`config.mk`:
```
export PLATFORM = sky130hd
export DESIGN_NAME = fsk_demod_core
export DESIGN_NICKNAME = d
export VERILOG_FILES = /design/src/rtl/fsk_demod_core.sv
export SDC_FILE = /design/constraint.sdc
export NUM_CORES = 1
export LEC_CHECK = 0
export BUFFER_PORTS_ARGS = -buffer_cell sky130_fd_sc_hd__buf_2
export CAP_MARGIN = 30
export CORE_ASPECT_RATIO = 2
export CORE_MARGIN = 2
export CORE_UTILIZATION = 30
export DETAILED_ROUTE_END_ITERATION = 8
export HOLD_SLACK_MARGIN = 0.06
export PLACE_DENSITY = 0.5
export SYNTH_ARGS = -nofsm -noshare
export SYNTH_HDL_FRONTEND = slang
export SYNTH_SLANG_ARGS = --single-unit
```
`constraint.sdc`:
```
create_clock -name clk -period 10.6 [get_ports clk]
set_input_delay 1.06 -clock clk [delete_from_list [all_inputs] [get_ports clk]]
set_output_delay 1.06 -clock clk [all_outputs]
set_load 0.01 [all_outputs]
```
`src/rtl/fsk_demod_core.sv`:
```
// fsk_demod_core: phase-difference FM demodulator with boxcar smoothing, offset-binary output and bit slicer
module fsk_demod_core #(
    parameter int PH_W     = 16,
    parameter int AVG_LOG2 = 3,
    parameter int OUT_W    = 10,
    parameter int SPS      = 32,
    parameter int DECAY_SH = 8,
    parameter int MIN_SPAN = 512
) (
    input  logic             clk,
    input  logic             rst,
    input  logic             in_valid,
    input  logic [PH_W-1:0]  phase_in,
    input  logic             mode,
    output logic [OUT_W-1:0] freq_out,
    output logic             freq_valid,
    output logic             bit_out,
    output logic             bit_valid,
    output logic             lock
);
    localparam int N  = 1 << AVG_LOG2;
    localparam int IW = AVG_LOG2 > 0 ? AVG_LOG2 : 1;
    localparam int FW = AVG_LOG2 + 1;
    localparam int SW = PH_W + AVG_LOG2;
    localparam int TW = PH_W + 2;
    localparam int CW = $clog2(SPS);

    typedef enum logic {ACQ, LOCK} state_t;

    logic [PH_W-1:0]        prev_q, prev_d;
    logic                   primed_q, primed_d, dv_q, dv_d;
    logic signed [PH_W-1:0] d_q, d_d;
    logic signed [PH_W-1:0] win_q [N];
    logic signed [PH_W-1:0] win_d [N];
    logic [IW-1:0]          ptr_q, ptr_d;
    logic [FW-1:0]          fill_q, fill_d;
    logic signed [SW-1:0]   sum_q, sum_d;
    logic                   sv_q, sv_d;
    logic signed [PH_W-1:0] avg, avg_q, avg_d;
    logic [OUT_W-1:0]       fo_q, fo_d;
    logic                   fv_q, fv_d;
    logic signed [PH_W-1:0] hi_q, hi_d, lo_q, lo_d;
    logic [CW-1:0]          cnt_q, cnt_d;
    logic                   sp_q, sp_d, bo_q, bo_d, bv_q, bv_d;
    logic [3:0]             good_q, good_d;
    state_t                 state_q, state_d;
    logic signed [TW-1:0]   hx, lx, ax, span, dec, nhi, nlo, thr, nspan;
    logic                   s, sedge, emit, ok;

    assign freq_out   = fo_q;
    assign freq_valid = fv_q;
    assign bit_out    = bo_q;
    assign bit_valid  = bv_q;
    assign lock       = (state_q == LOCK);

    // Wrapped phase difference, then running boxcar sum over the last N diffs
    always_comb begin
        primed_d = primed_q | in_valid;
        prev_d   = in_valid ? phase_in : prev_q;
        dv_d     = in_valid & primed_q;
        d_d      = in_valid ? phase_in - prev_q : d_q;
        win_d    = win_q;
        if (dv_q) win_d[ptr_q] = d_q;
        ptr_d    = dv_q ? (ptr_q == IW'(N - 1) ? '0 : ptr_q + IW'(1)) : ptr_q;
        fill_d   = (dv_q && fill_q != FW'(N)) ? fill_q + FW'(1) : fill_q;
        sum_d    = dv_q ? sum_q + SW'(d_q) - SW'(win_q[ptr_q]) : sum_q;
        sv_d     = dv_q && (fill_q >= FW'(N - 1));
    end

    // Average and offset-binary conversion; the average is kept for the slicer
    always_comb begin
        avg   = PH_W'(sum_q >>> AVG_LOG2);
        fv_d  = sv_q;
        fo_d  = sv_q ? {~avg[PH_W-1], avg[PH_W-2 -: OUT_W-1]} : fo_q;
        avg_d = sv_q ? avg : avg_q;
    end

    // Slicer: envelope trackers, mid-level decision, symbol timing and lock FSM
    always_comb begin
        hx      = TW'(hi_q);
        lx      = TW'(lo_q);
        ax      = TW'(avg_q);
        span    = hx - lx;
        dec     = span >>> DECAY_SH;
        nhi     = ax > hx ? ax : hx - dec;
        nlo     = ax < lx ? ax : lx + dec;
        thr     = (nhi + nlo) >>> 1;
        s       = ax >= thr;
        nspan   = nhi - nlo;
        ok      = nspan >= TW'(MIN_SPAN);
        sedge   = s != sp_q;
        emit    = !sedge && cnt_q == CW'(SPS / 2);
        hi_d    = hi_q;
        lo_d    = lo_q;
        cnt_d   = cnt_q;
        sp_d    = sp_q;
        bo_d    = bo_q;
        bv_d    = 1'b0;
        good_d  = good_q;
        state_d = state_q;
        if (!mode) begin
            hi_d    = '0;
            lo_d    = '0;
            cnt_d   = '0;
            sp_d    = 1'b0;
            good_d  = '0;
            state_d = ACQ;
        end else if (fv_q) begin
            hi_d  = PH_W'(nhi);
            lo_d  = PH_W'(nlo);
            sp_d  = s;
            cnt_d = sedge ? CW'(1) : (cnt_q == CW'(SPS - 1) ? '0 : cnt_q + CW'(1));
            bv_d  = emit;
            bo_d  = emit ? s : bo_q;
            if (state_q == LOCK) begin
                state_d = ok ? LOCK : ACQ;
                good_d  = '0;
            end else if (emit) begin
                good_d  = ok ? good_q + 4'd1 : '0;
                state_d = (ok && good_q == 4'd7) ? LOCK : ACQ;
                if (ok && good_q == 4'd7) good_d = '0;
            end
        end
    end

    // Pipeline and slicer state registers with synchronous clear
    always_ff @(posedge clk) begin
        if (rst) begin
            prev_q   <= '0;
            primed_q <= 1'b0;
            dv_q     <= 1'b0;
            d_q      <= '0;
            for (int i = 0; i < N; i++) win_q[i] <= '0;
            ptr_q    <= '0;
            fill_q   <= '0;
            sum_q    <= '0;
            sv_q     <= 1'b0;
            avg_q    <= '0;
            fo_q     <= '0;
            fv_q     <= 1'b0;
            hi_q     <= '0;
            lo_q     <= '0;
            cnt_q    <= '0;
            sp_q     <= 1'b0;
            bo_q     <= 1'b0;
            bv_q     <= 1'b0;
            good_q   <= '0;
            state_q  <= ACQ;
        end else begin
            prev_q   <= prev_d;
            primed_q <= primed_d;
            dv_q     <= dv_d;
            d_q      <= d_d;
            win_q    <= win_d;
            ptr_q    <= ptr_d;
            fill_q   <= fill_d;
            sum_q    <= sum_d;
            sv_q     <= sv_d;
            avg_q    <= avg_d;
            fo_q     <= fo_d;
            fv_q     <= fv_d;
            hi_q     <= hi_d;
            lo_q     <= lo_d;
            cnt_q    <= cnt_d;
            sp_q     <= sp_d;
            bo_q     <= bo_d;
            bv_q     <= bv_d;
            good_q   <= good_d;
            state_q  <= state_d;
        end
    end
endmodule

```
==> flow_metrics.py <==
metrics = {
    "worst_setup_path": {
        "cp_max_fo": 8,
        "path_class": "register to register",
        "r2r_cells": 35,
        "worst_ep_arrival_time_ns": 9.43,
        "r2r-start": "lo_q[2]",
        "slowest_stage": "o31ai_1",
        "reg2reg_setup_slack_ns": 1.67,
        "path_delay_family": "compound AO/OA/AOI/OAI gates",
        "rr_endpoint": "good_q[0]",
        "cpPeakStageDelay_ns": 0.57,
        "cpMostUsedCell": "a21oi_1",
        "cp_num_buf_inv": 2,
        "cp-end-kind": "register",
        "worstPathRequired_ns": 11.10,
        "startpoint_type": "register",
    },
    "clock_network": {
        "cts_root_buf": "clkbuf_16",
        "cts.clk_slew.worst_paths_ns": 0.08,
        "clock-sinks": 252,
        "cts_hold_buf": 0,
        "cts_buffers": 26,
        "clk_latency_ns": 0.57,
        "cts_tree": "yes",
        "post_cts_buffers": 0,
        "cts_resized": 0,
        "h-tree-depth": 1,
        "cts_buffer_depth": 3,
    },
    "timing": {
        "maxSlewHeadroom": 0.288,
        "maxSlewViolCount": 0,
        "rsz0062_at_grt": "no",
        "setup_viol": 0,
        "fin_skew_ns": 0.0247,
        "max_freq_mhz": 112,
        "setup_tns_ns": 0,
        "worstMarginPinSlew_ns": 1.06,
        "finalHoldViolations": 0,
        "min_period_ns": 8.93,
        "setup_ws_ns": 1.67,
        "min_period_over_period": 0.842,
    },
    "synth": {
        "synth_cells": 2104,
        "synth_edf_count": 0,
        "synth_area_sq_um": 17100,
        "synth-seq-area-share": 0.295,
        "synthFlopType": "dfxtp_1",
        "ys_ff_latch": 252,
        "ys_types": 87,
        "async_reset_ff_frac": 0,
        "syn_nets": 2309,
        "ys_warn_count": 0,
        "syn_area_per_cell_sq_um": 8.13,
    },
    "flow_run": {
        "maxCapViolCount": 0,
    },
    "final_layout": {
        "fillCellCount": 5987,
        "area_delta_synth_final_pct": 10.7,
        "drive_above_1_share": 0.0956,
        "fin_area_sq_um": 18900,
        "layout_common_cells": "nand2_1, dfxtp_1, a21oi_1",
        "num-nets-final": 2279,
        "final_common_cell": "nand2_1",
        "diodes": 0,
    },
    "global_route": {
        "grt_util_all_layers": 0.174,
        "grt_start_max_net_pins": 92,
        "first_global_vias": 14786,
        "antenna_found_initial": 4,
        "gr-total-overflow": 0,
        "grt_pass1_wl_um": 80800,
    },
    "pwr": {
        "power_per_cell_area_nw_per_um2": 124,
        "vdd_ir_drop_max_v": 0.000123,
        "p_leak_nw": 7.31,
    },
    "route": {
        "routed_wl_um": 51700,
        "vias_per_cell": 5.09,
        "wl_per_cell_um": 18.2,
        "firstDrtPassIters": 5,
        "drtIter0Drc": 706,
        "via_count": 14484,
        "ant_nets": 0,
        "drcViolationCount": 0,
    },
    "status": {
        "outcome": "completed",
    },
    "placement": {
        "place_ws_ns": 1.69,
        "port_buffers": 33,
        "postPlaceCellArea_sq_um": 18100,
        "routabilityCongestion": 0.931,
        "dp_hpwl_um": 39000,
    },
    "die": {
        "die_area_sq_um": 59100,
        "die_w_um": 173,
        "ios": 34,
        "start_util": 0.304,
        "placement_rows": 123,
        "coreArea_sq_um": 56300,
        "die_y_um": 342,
    },
    "worst_hold_path": {
        "min_to": "dv_q",
        "min_path_cells": 2,
        "worstHoldStart": "primed_q",
        "hold_class": "register to register",
    },
}
cells in the mapped netlist, drive strengths merged, types with 4 or more instances:
master | n | area share
a211oi | 25 | 0.011
a21boi | 5 | 0.0022
a21o | 23 | 0.010
a21oi | 211 | 0.062
a31oi | 18 | 0.0069
and2 | 7 | 0.0026
and3 | 9 | 0.0034
buf | 25 | 0.0091
clkbuf | 93 | 0.020
dfxtp | 252 | 0.29
fa | 23 | 0.027
ha | 162 | 0.12
inv | 179 | 0.039
mux2 | 24 | 0.016
mux2i | 80 | 0.047
mux4 | 32 | 0.042
nand2 | 336 | 0.074
nand2b | 18 | 0.0066
nand3 | 36 | 0.011
nand3b | 7 | 0.0031
nand4 | 17 | 0.0062
nor2 | 171 | 0.038
nor2b | 27 | 0.010
nor3 | 36 | 0.011
nor4 | 9 | 0.0040
o211a | 4 | 0.0023
o211ai | 10 | 0.0044
o21a | 19 | 0.0083
o21ai | 67 | 0.020
o21bai | 6 | 0.0026
o22ai | 4 | 0.0015
o311ai | 10 | 0.0051
o31a | 4 | 0.0020
o31ai | 9 | 0.0048
or2 | 6 | 0.0022
or3 | 10 | 0.0039
xnor2 | 54 | 0.028
xor2 | 25 | 0.013
worst max-delay path by stage:
| stage | startpoint | end | slack (ns) | cells after the start |
|---|---|---|---|---|
| after floorplan | lo_q[2] | good_q[0] | 3.07 | 36 |
| after global placement | lo_q[2] | good_q[0] | 1.84 | 35 |
| after detailed placement | lo_q[2] | good_q[0] | 1.69 | 35 |
| after CTS | lo_q[2] | good_q[0] | 1.66 | 35 |
| after global routing | lo_q[2] | good_q[0] | 1.0 | 35 |
| final | lo_q[2] | good_q[0] | 1.67 | 35 |
cell type report:
cell class	instances	area, sq um	share of cell area
well taps	750	938	0.0495
repair buffers	60	477	0.0252
clock buffers	37	783	0.0414
multi-input cells	1553	10900	0.577
clock inverters	10	85.1	0.00449
inverters	181	679	0.0359
flip-flops and latches	252	5050	0.267
power breakdown:
| part | total (mW) | internal (mW) | switching (mW) |
|---|---|---|---|
| registers | 0.998 | 0.967 | 0.0309 |
| clock network | 0.961 | 0.540 | 0.421 |
| logic | 0.388 | 0.168 | 0.220 |
| total | 2.35 | 1.67 | 0.672 |
logic make-up (layout without fill, tap and decap cells):
| family | after synthesis | after routing | synth area share |
|---|---|---|---|
| compound gates | 448 | 448 | 0.162 |
| xor+xnor | 79 | 79 | 0.0409 |
| fa+ha+maj | 185 | 185 | 0.145 |
| buf+inv | 299 | 288 | 0.0692 |
| flops | 252 | 252 | 0.295 |
| mux | 136 | 136 | 0.105 |
| simple gates | 705 | 705 | 0.183 |
stage by stage:
stage	utilization	hold slack (ns)	power, mW	cells
after floorplan	-	0.408	1.32	2104
after global placement	0.317	0.417	1.40	2784
after detailed placement	0.321	0.420	1.41	2796
after CTS	0.336	0.432	2.38	2843
after global routing	0.336	0.465	2.46	2843
final	0.336	0.431	2.35	2843
tightest hold or removal path: cells and delay by family (launching register included):
family / cells / cell delay [ns]
simple gates: 1 / 0.04
buf+inv: 1 / 0.05
flops: 1 / 0.31
layer usage:
layer | part of all wire | track usage | vias up
met4 | 0.061 | 0.0994 | 0
met5 | 0 | 0 | -
met2 | 0.56 | 0.357 | 281
met1 | 0.35 | 0.164 | 6909
met3 | 0.027 | 0.0149 | 134
li1 | - | - | 7160
registers in the layout, summed over array words and instances, names as in the netlist, 3 cells and up:
signal  flops
avg_q      16
cnt_q       5
d_q        16
fill_q      4
good_q      4
hi_q       16
lo_q       16
prev_q     16
ptr_q       3
sum_q      19
win_q     128
Note: power is estimated with default switching activity, not from simulation.
